### config.mk
export PLATFORM = sky130hd
export DESIGN_NAME = opc_mem_arbiter
export DESIGN_NICKNAME = d
export VERILOG_FILES = /design/src/rtl/opc_mem_arbiter.sv
export SDC_FILE = /design/constraint.sdc
export NUM_CORES = 1
export LEC_CHECK = 0
export CORE_UTILIZATION = 23
export CTS_BUF_LIST = sky130_fd_sc_hd__clkbuf_4
export DETAILED_ROUTE_END_ITERATION = 10
export GPL_ROUTABILITY_DRIVEN = 0
export MAX_ROUTING_LAYER = met4
export PLACE_DENSITY = 0.95
export SLEW_MARGIN = 10
export SYNTH_ARGS = -nofsm -noshare
export SYNTH_HDL_FRONTEND = slang
export SYNTH_SLANG_ARGS = --single-unit
### constraint.sdc
create_clock -name clk -period 1.7 [get_ports clk]
set_input_delay 0.34 -clock clk [delete_from_list [all_inputs] [get_ports clk]]
set_output_delay 0.34 -clock clk [all_outputs]
set_load 0.01 [all_outputs]
### src/rtl/opc_mem_arbiter.sv
// Two-port arbiter in front of a single-port synchronous memory.
// Round-robin or port-0 priority with a starvation guard; fixed-latency read return.
module opc_mem_arbiter #(
  parameter int AW           = 16,
  parameter int DW           = 16,
  parameter int RD_LAT       = 1,
  parameter int PRIO_MODE    = 0,
  parameter int STARVE_LIMIT = 8
) (
  input  logic          clk,
  input  logic          reset,
  input  logic          req0,
  input  logic [AW-1:0] addr0,
  input  logic          rnw0,
  input  logic [DW-1:0] wdata0,
  input  logic          req1,
  input  logic [AW-1:0] addr1,
  input  logic          rnw1,
  input  logic [DW-1:0] wdata1,
  output logic          gnt0,
  output logic          gnt1,
  output logic          rvalid0,
  output logic          rvalid1,
  output logic [DW-1:0] rdata0,
  output logic [DW-1:0] rdata1,
  output logic          mem_ce,
  output logic          mem_we,
  output logic [AW-1:0] mem_addr,
  output logic [DW-1:0] mem_wdata,
  input  logic [DW-1:0] mem_rdata
);

  typedef enum logic {
    PORT0 = 1'b0,
    PORT1 = 1'b1
  } port_t;

  localparam logic [7:0] LIMIT = 8'(STARVE_LIMIT);

  port_t             last_gnt;
  logic [7:0]        starve_cnt;
  logic              pick1;
  logic              issue_rd;
  logic [RD_LAT-1:0] pipe_v;
  logic [RD_LAT-1:0] pipe_o;

  always_comb begin
    pick1 = 1'b0;
    if (req1 && !req0) begin
      pick1 = 1'b1;
    end else if (req0 && req1) begin
      if (PRIO_MODE == 0) pick1 = (last_gnt == PORT0);
      else                pick1 = (starve_cnt >= LIMIT);
    end
    gnt0      = !reset && req0 && !pick1;
    gnt1      = !reset && req1 && pick1;
    mem_ce    = gnt0 || gnt1;
    mem_addr  = gnt1 ? addr1 : addr0;
    mem_wdata = gnt1 ? wdata1 : wdata0;
    mem_we    = (gnt0 && !rnw0) || (gnt1 && !rnw1);
    issue_rd  = (gnt0 && rnw0) || (gnt1 && rnw1);
  end

  // Pipeline is registered; the reset gate here also masks stale entries
  // during the cycle in which reset is first asserted.
  assign rvalid0 = !reset && pipe_v[RD_LAT-1] && !pipe_o[RD_LAT-1];
  assign rvalid1 = !reset && pipe_v[RD_LAT-1] &&  pipe_o[RD_LAT-1];
  assign rdata0  = mem_rdata;
  assign rdata1  = mem_rdata;

  always_ff @(posedge clk) begin
    if (reset) begin
      last_gnt   <= PORT1;
      starve_cnt <= '0;
      pipe_v     <= '0;
      pipe_o     <= '0;
    end else begin
      if (gnt1)      last_gnt <= PORT1;
      else if (gnt0) last_gnt <= PORT0;

      if (!req1 || gnt1)                    starve_cnt <= '0;
      else if (gnt0 && starve_cnt < LIMIT)  starve_cnt <= starve_cnt + 8'd1;

      pipe_v <= RD_LAT'({pipe_v, issue_rd});
      pipe_o <= RD_LAT'({pipe_o, gnt1});
    end
  end

endmodule

; Yosys cells after proc, flatten, opt, wreduce, memory -nomap -nowiden
; Cells that the tools add are included.
[word_totals]
latchBits = 0
regBits = 3
romBits = 0
input_bits = 86
wordCells = 31
out_inout_bits = 70
mem_bits_rw = 0
mem_count = 0
[op_classes]
n_mux = 4
bitwise = 1
multipliers = 0
magnitude_cmp = 0
div_mod_pow = 0
reduce_logical = 23
addsub = 0
shifts = 0
eq_ne = 0
[ops]
columns = cell, n
row1 = $mux 16, 2
row2 = $logic_and 1x1->1, 13
row3 = $logic_not 1->1, 6
row4 = $logic_or 1x1->1, 3
row5 = $mux 1, 2
row6 = $reduce_or 2->1, 1
row7 = $not 1->1, 1

; Depth between registers and ports, before layout
; Gate-level depths: netlist (run 1).
[depth]
ltp_word = 7
depth_mapped = 4
ltp_nobuf = 3

; Worst setup path before layout (run 1)
; No wires, ideal clock.
[synth_path]
kind = input to output
start = input port req1
end = output port mem_wdata[10]
arrival_time_ns = 1.207
cell_stages = 4
setup_slack_ns = 0.153
t_required_ns = 1.360
n_path_buf = 1
path_cell_list = a21bo_4 -> nor2_8 -> buf_12 -> mux2_4
[synth_via]
elab_chain_cells = 5
elab_cells_between_ends = 7
classes_between = 3 x mux / 4 x reduce/logical
[synth_lines]
columns = element, line_no
row1 = "start, declared", 16  ; input logic req1,
row2 = $logic_and 1x1->1, 51  ; end else if (req0 && req1) begin
row3 = $mux 1, 51
row4 = $mux 1, 49  ; if (req1 && !req0) begin
row5 = $logic_and 1x1->1 *, 56  ; gnt1 = !reset && req1 && pick1;
row6 = net gnt1, 21  ; output logic gnt1,
row7 = $mux 16 *, 59  ; mem_wdata = gnt1 ? wdata1 : wdata0;
row8 = "end, declared", 29  ; output logic [DW-1:0] mem_wdata,
; The timed path passes the listed nets; every way through them passes the cells marked *.

; Worst setup path in the final report (run 1)
[layout_path]
start = register last_gnt
end = output port mem_addr[7]
[layout_via]
elab_chain_cells = 5
[layout_lines]
columns = element, line_no
row1 = "start, declared", 40  ; port_t last_gnt;
row2 = "start signal, assigned", 73  ; last_gnt <= PORT1;
row3 = "start signal, assigned", 78  ; if (gnt1) last_gnt <= PORT1;
row4 = "start signal, assigned", 79  ; else if (gnt0) last_gnt <= PORT0;
row5 = $not 1->1, 52  ; if (PRIO_MODE == 0) pick1 = (last_gnt == PORT0);
row6 = $mux 1, 51
row7 = $mux 1, 49
row8 = $logic_and 1x1->1, 56
row9 = $mux 16, 58  ; mem_addr = gnt1 ? addr1 : addr0;
row10 = "end, declared", 28  ; output logic [AW-1:0] mem_addr,
; Every way passes these cells.

==> impl_metrics.tcl, run 1 <==
set metrics [dict create \
    seq_power_share_pct 10.0 \
    cts_tree "done" \
    syn-num-nets 175 \
    final_cell_area_um2 2080 \
    gr-usage-all-layers_pct 15.0 \
    slowest_stage "dfxtp_2" \
    pwr-share-clk_pct 18.4 \
    crit_path_max_incr_delay_ns 0.32 \
    p_int_mw 0.573 \
    async_flop_share_pct 0 \
    synth_ff_type "dfxtp_1" \
    ys_types 19 \
    grt_pass1_vias 1038 \
    finalCritPeriodShare_pct 113 \
    port_buffers 107 \
    cp_cell_sequence "a21bo_4 -> nor2_8 -> buf_6 -> buf_12 -> mux2_4 -> buf_6" \
    initial_utilization_pct 24.0 \
    clk_pin_slew_ns 0.04 \
    cts_buffers 3 \
    synthTopCellsByCount "buf_4 (32), mux2_4 (29), nor2_1 (4)" \
    fin_crit_ns 1.92 \
    synth_top_area_cell "mux2_4" \
    drv_slew 0 \
    setup_ws_ns -0.222 \
    hold_violations 0 \
    min_to "pipe_o$_SDFF_PP0_" \
    die_h_um 66.6 \
    cp_common_cell "buf_6" \
    clockBufferDepth 2 \
    antenna_found_initial 0 \
    grt_pass1_wl_um 4840 \
    outcome "finished with violations" \
    r2r_start "last_gnt$_SDFFE_PP1P_" \
    pre_cts_slack_ns -0.859 \
    io_pins 156 \
    multi_input_area_um2 604 \
    syn_avg_cell_area_um2 10.8 \
    holdPathStages 2 \
    first_iter_violations 13 \
    worstSetupStartpoint "last_gnt$_SDFFE_PP1P_" \
    rsz0062_at_grt "yes" \
    ant_nets 0 \
    cp-end-kind "primary output" \
    clock_sinks 3 \
    r2r_slack_ns 0.64 \
    combPwrFrac_pct 71.6 \
    vias_per_cell 4.28 \
    yosysWarnings 0 \
    timing.rr.end "pipe_v$_SDFF_PP0_" \
    critical_path_class "reg -> out" \
    hp-class "in -> reg" \
    wirelength_um 3500 \
    grt_max_degree 7 \
    ys_top_cells_by_area "mux2_4 (45%), buf_4 (25%), buf_12 (6.3%), dfxtp_1 (6.3%), mux2_2 (3.5%)" \
    relSlewSlack_pct 85.8 \
    syn_inst 89 \
    netSwitchingPower_mw 0.206 \
    finalSetupViolations 33 \
    tns_ns -6.73 \
    maxCapViolCount 0 \
    irDropWorstVdd_v 0.000120 \
    post_drt_wl_per_cell_um 15.2 \
    total_power_mw 0.779 \
    violations "setup timing" \
    synth.most_common_cell "buf_4" \
    cp-start-kind "flip-flop" \
    tightest_slew_ns 0.211 \
    clock_latency_ns 0.23 \
    hp-start "reset" \
    p_sw_share_pct 26.5 \
    post-route-drc-count 0 \
    crit_fanout 5 \
    ff2ff_path_depth 5 \
    htreeDepth 1 \
    hpwl_um 2540 \
    regArea_um2 61.3 \
    arrival_ns 1.58 \
    synth_top_area_share_pct 45.4 \
    p_leak_nw 0.948 \
    dr_total_vias 988 \
    clock_skew_ns 0.000450 \
    nets 268 \
    placed_area_um2 1860 \
    die_area_um2 4430 \
    root_buffer "clkbuf_4" \
    fmax_ghz 0.520 \
    worstPathRequired_ns 1.36 \
    antennaDiodeCount 0 \
    rows 23 \
    powerDensity_nw_per_um2 375 \
    first_pass_iters 4 \
    fill_cells 348 \
    final_util_pct 51.9 \
    synth_area_um2 958 \
    seq_area_frac_synth_pct 6.27 \
    gr-total-overflow 0 \
    drive_gt1_share_pct 52.5 \
    ys_ff_latch 3 \
    die_x_um 66.6 \
    area_delta_synth_final_pct 117 \
    core_area_um2 4000 \
    synth-edff-count 0 \
]
## per-layer routing
layer	vias to the layer above	track usage [%]	wire (µm)
li1	459	-	-
met1	440	13.1	1070
met2	73	28.3	1910
met3	16	3.42	418
met4	0	9.57	107
met5	-	-	0
## critical path, delay by kind of cell, from the launching register on
family,cells,cell delay [ns]
buffers and inverters,3,0.38
flip-flops,1,0.32
multiplexers,1,0.31
AO/OA/AOI/OAI,1,0.23
AND/OR/NAND/NOR,1,0.11
## kinds of logic (layout without fill, tap and decap cells)
kind of cell           count (synthesis)  count (layout)  share of synthesized area, %
AND/OR/NAND/NOR                       14              14                          9.40
buffers and inverters                 36             128                          31.9
multiplexers                          32              32                          49.0
flip-flops                             3               3                          6.27
AO/OA/AOI/OAI                          4               4                          3.52
## state kept, by name (all words and copies together), names as in the netlist
signal	cells
pipe_v	1
pipe_o	1
last_gnt	1
## power by group through the flow
stage,clock (mW),combinational (mW),sequential (mW)
after CTS,0.150,0.580,0.0779
final,0.144,0.558,0.0779
after global routing,0.154,0.589,0.0781
after detailed placement,0,0.495,0.0788
after global placement,0,0.485,0.0784
after floorplan,0,0.269,0.0785
## through the flow
step	hold WS [ns]	instances
floorplan	0.477	89
global placement	0.582	217
detailed placement	0.607	217
CTS	0.483	233
global route	0.497	231
finish	0.490	231
## worst max path at each step
stage / cells after the start / end / slack (ns)
3_3_place_gp: 6 / mem_wdata[4] / -0.83
5_1_grt: 6 / mem_wdata[1] / -0.27
6_report: 6 / mem_addr[7] / -0.22
4_1_cts: 7 / mem_wdata[1] / -0.35
2_1_floorplan: 4 / mem_wdata[10] / 0.15
3_5_place_dp: 6 / mem_addr[5] / -0.86
## what timing repair did
action,CTS,global route
pin swaps,3,2
hold buffers,0,0
cloned,4,0
resized for setup,198,3
endpoints found under the setup margin,38,34
hold endpoints to repair,0,0
setup buffers,9,2
## cell usage in the layout, fill, tap and decap left out, drive strengths merged
cell,netlist,routed
mux2,32,32
o21ai,1,1
a21oi,1,1
dfxtp,3,3
clkdlybuf4s50,0,66
or2b,1,1
nor2,5,5
nand2b,1,1
buf,36,53
nand3,2,2
clkdlybuf4s15,0,1
nand2,2,2
or3,1,1
nor3b,1,1
and3b,1,1
dlygate4sd2,0,3
a21bo,1,1
clkbuf,0,5
o31ai,1,1
## cell type report
cell class / count / share of cell area [%]
multi-input cells: 50 / 29.1
well taps: 50 / 3.01
repair buffers: 124 / 63.5
clock buffers: 4 / 1.45
flip-flops and latches: 3 / 2.95
Power figures use the tool's default switching activity.
==> run 2, diff against run 1 <==
--- a/config.mk
+++ b/config.mk
@@ -6,7 +6,7 @@
 export NUM_CORES = 1
 export LEC_CHECK = 0
 export CORE_UTILIZATION = 23
-export CTS_BUF_LIST = sky130_fd_sc_hd__clkbuf_4
+export CTS_BUF_LIST = sky130_fd_sc_hd__clkbuf_4 sky130_fd_sc_hd__clkbuf_8
 export DETAILED_ROUTE_END_ITERATION = 10
 export GPL_ROUTABILITY_DRIVEN = 0
 export MAX_ROUTING_LAYER = met4
==> constraint.sdc (replaced) <==
create_clock -name clk -period 1.7 [get_ports clk]
set_input_delay 0.17 -clock clk [delete_from_list [all_inputs] [get_ports clk]]
set_output_delay 0.17 -clock clk [all_outputs]
set_load 0.01 [all_outputs]
==> impl_metrics.tcl, run 2 (same netlist as run 1, synthesis figures left out) <==
set metrics [dict create \
    outcome "finished with violations" \
    violations "setup timing" \
    die_x_um 66.6 \
    irDropWorstVdd_v 0.000227 \
    antennaDiodeCount 0 \
    clock_latency_ns 0.21 \
    cp-start-kind "flip-flop" \
    post-route-drc-count 0 \
    fin_crit_ns 1.75 \
    clock_skew_ns 0.00174 \
    holdWs_ns 0.340 \
    io_pins 156 \
    placed_cells 217 \
    mostFrequentLayoutCells "clkdlybuf4s50_1 (68), mux2_4 (32), buf_6 (31), buf_4 (8), dlygate4sd2_1 (5)" \
    crit_fanout 4 \
    pre_cts_slack_ns -0.526 \
    crit_path_end "mem_wdata[3]" \
    gr-usage-all-layers_pct 13.3 \
    seq_power_share_pct 9.3 \
    r2r_slack_ns 0.65 \
    clk_pin_slew_ns 0.03 \
    ant_nets 0 \
    rows 23 \
    wirelength_um 3210 \
    powerDensity_nw_per_um2 405 \
    post_drt_wl_per_cell_um 14.0 \
    cts_buffers 3 \
    gr-total-overflow 0 \
    combPwrFrac_pct 64.6 \
    die_h_um 66.6 \
    pwr-share-clk_pct 26.1 \
    cp_cell_sequence "a21bo_4 -> nor2_8 -> buf_12 -> clkbuf_16 -> mux2_4 -> buf_6" \
    fmax_ghz 0.573 \
    root_buffer "clkbuf_8" \
    r2r_start "last_gnt$_SDFFE_PP1P_" \
    htreeDepth 1 \
    dr_total_vias 975 \
    maxCapViolCount 0 \
    first_pass_iters 6 \
    hold_violations 0 \
    reg.largest.list "last_gnt (1), pipe_o (1), pipe_v (1)" \
    crit_path_max_incr_delay_ns 0.31 \
    total_power_mw 0.837 \
    worstPathRequired_ns 1.53 \
    clockBufferDepth 2 \
    hp-class "in -> out" \
    relSlewSlack_pct 80.2 \
    tightest_slew_ns 0.297 \
    drv_slew 0 \
    hpwl_um 2540 \
    finalCritPeriodShare_pct 103 \
    port_buffers 107 \
    finalSetupViolations 22 \
    vias_per_cell 4.26 \
    grt_max_degree 10 \
    initial_utilization_pct 24.0 \
    slowest_stage "dfxtp_2" \
    p_int_mw 0.634 \
    p_leak_nw 0.953 \
    nets 266 \
    cts_hold_buf 0 \
    first_iter_violations 13 \
    p_sw_share_pct 24.3 \
    final_cell_area_um2 2070 \
    antenna_found_initial 0 \
    netSwitchingPower_mw 0.204 \
    arrival_ns 1.58 \
    drive_gt1_share_pct 49.7 \
    grt_pass1_wl_um 4380 \
    cp-end-kind "primary output" \
    setup_ws_ns -0.0460 \
    placed_area_um2 1860 \
    die_area_um2 4430 \
    grt_pass1_vias 1025 \
    ff2ff_path_depth 5 \
    area_delta_synth_final_pct 116 \
    core_area_um2 4000 \
    timing.rr.end "pipe_v$_SDFF_PP0_" \
    cts_tree "done" \
    clock_sinks 3 \
    critical_path_class "reg -> out" \
    rsz0062_at_grt "yes" \
    stdcell_count 229 \
    final_common_cell "clkdlybuf4s50_1" \
    worstSetupStartpoint "last_gnt$_SDFFE_PP1P_" \
]
## run 2: cell types whose count changed in the layout (fill, tap and decap cells not counted), moves of 2 or more
cell / change
buf_12: -3
buf_6: -3
buf_8: -2
clkbuf_4: -3
clkbuf_8: +3
clkdlybuf4s50_1: +2
dlygate4sd2_1: +2
## run 2: critical path, delay by kind of cell (launching register included)
kind | cells | cell delay, ns
flip-flops | 1 | 0.31
buffers and inverters | 3 | 0.41
multiplexers | 1 | 0.30
AO/OA/AOI/OAI | 1 | 0.22
AND/OR/NAND/NOR | 1 | 0.12
## run 2: final cells by class
type                    count  area (µm²)
fillers                   345        1930
flip-flops and latches      3        61.3
well taps                  50        62.6
clock buffers               4        48.8
repair buffers            122        1290
multi-input cells          50         609
## run 2: how the worst min path moves through the flow
stage / startpoint / end / cells past startpoint
finish: mem_rdata[15] / rdata0[15] / 0
global route: mem_rdata[14] / rdata0[14] / 0
CTS: mem_rdata[0] / rdata0[0] / 0
detailed placement: mem_rdata[0] / rdata0[0] / 0
global placement: mem_rdata[0] / rdata0[0] / 0
floorplan: req1 / last_gnt$_SDFFE_PP1P_ / 2
## run 2: routing by layer
metal / global-route usage, % / share of wire (%)
met5: - / 0
met4: 7.45 / 2.8
met3: 3.77 / 13
met2: 25.5 / 55
met1: 11.4 / 29
## run 2: through the flow
stage	util [%]	setup TNS, ns
2_1_floorplan	-	0
4_1_cts	52.5	-1.96
3_5_place_dp	46.6	-17.00
6_report	51.7	-0.611
5_1_grt	51.7	-1.66
3_3_place_gp	46.6	-15.83
## run 2: power by group through the flow
stage          clock, mW  sequential (mW)  combinational (mW)
2_1_floorplan          0           0.0785               0.269
3_3_place_gp           0           0.0784               0.485
5_1_grt            0.230           0.0785               0.573
6_report           0.219           0.0780               0.541
4_1_cts            0.223           0.0781               0.555
3_5_place_dp           0           0.0790               0.495
## run 2: timing repair
action | in CTS | in global routing
gates resized for setup | 175 | 2
pin swaps | 2 | 2
setup buffers | 7 | 0
setup endpoints to repair | 38 | 34
gates cloned | 3 | 1
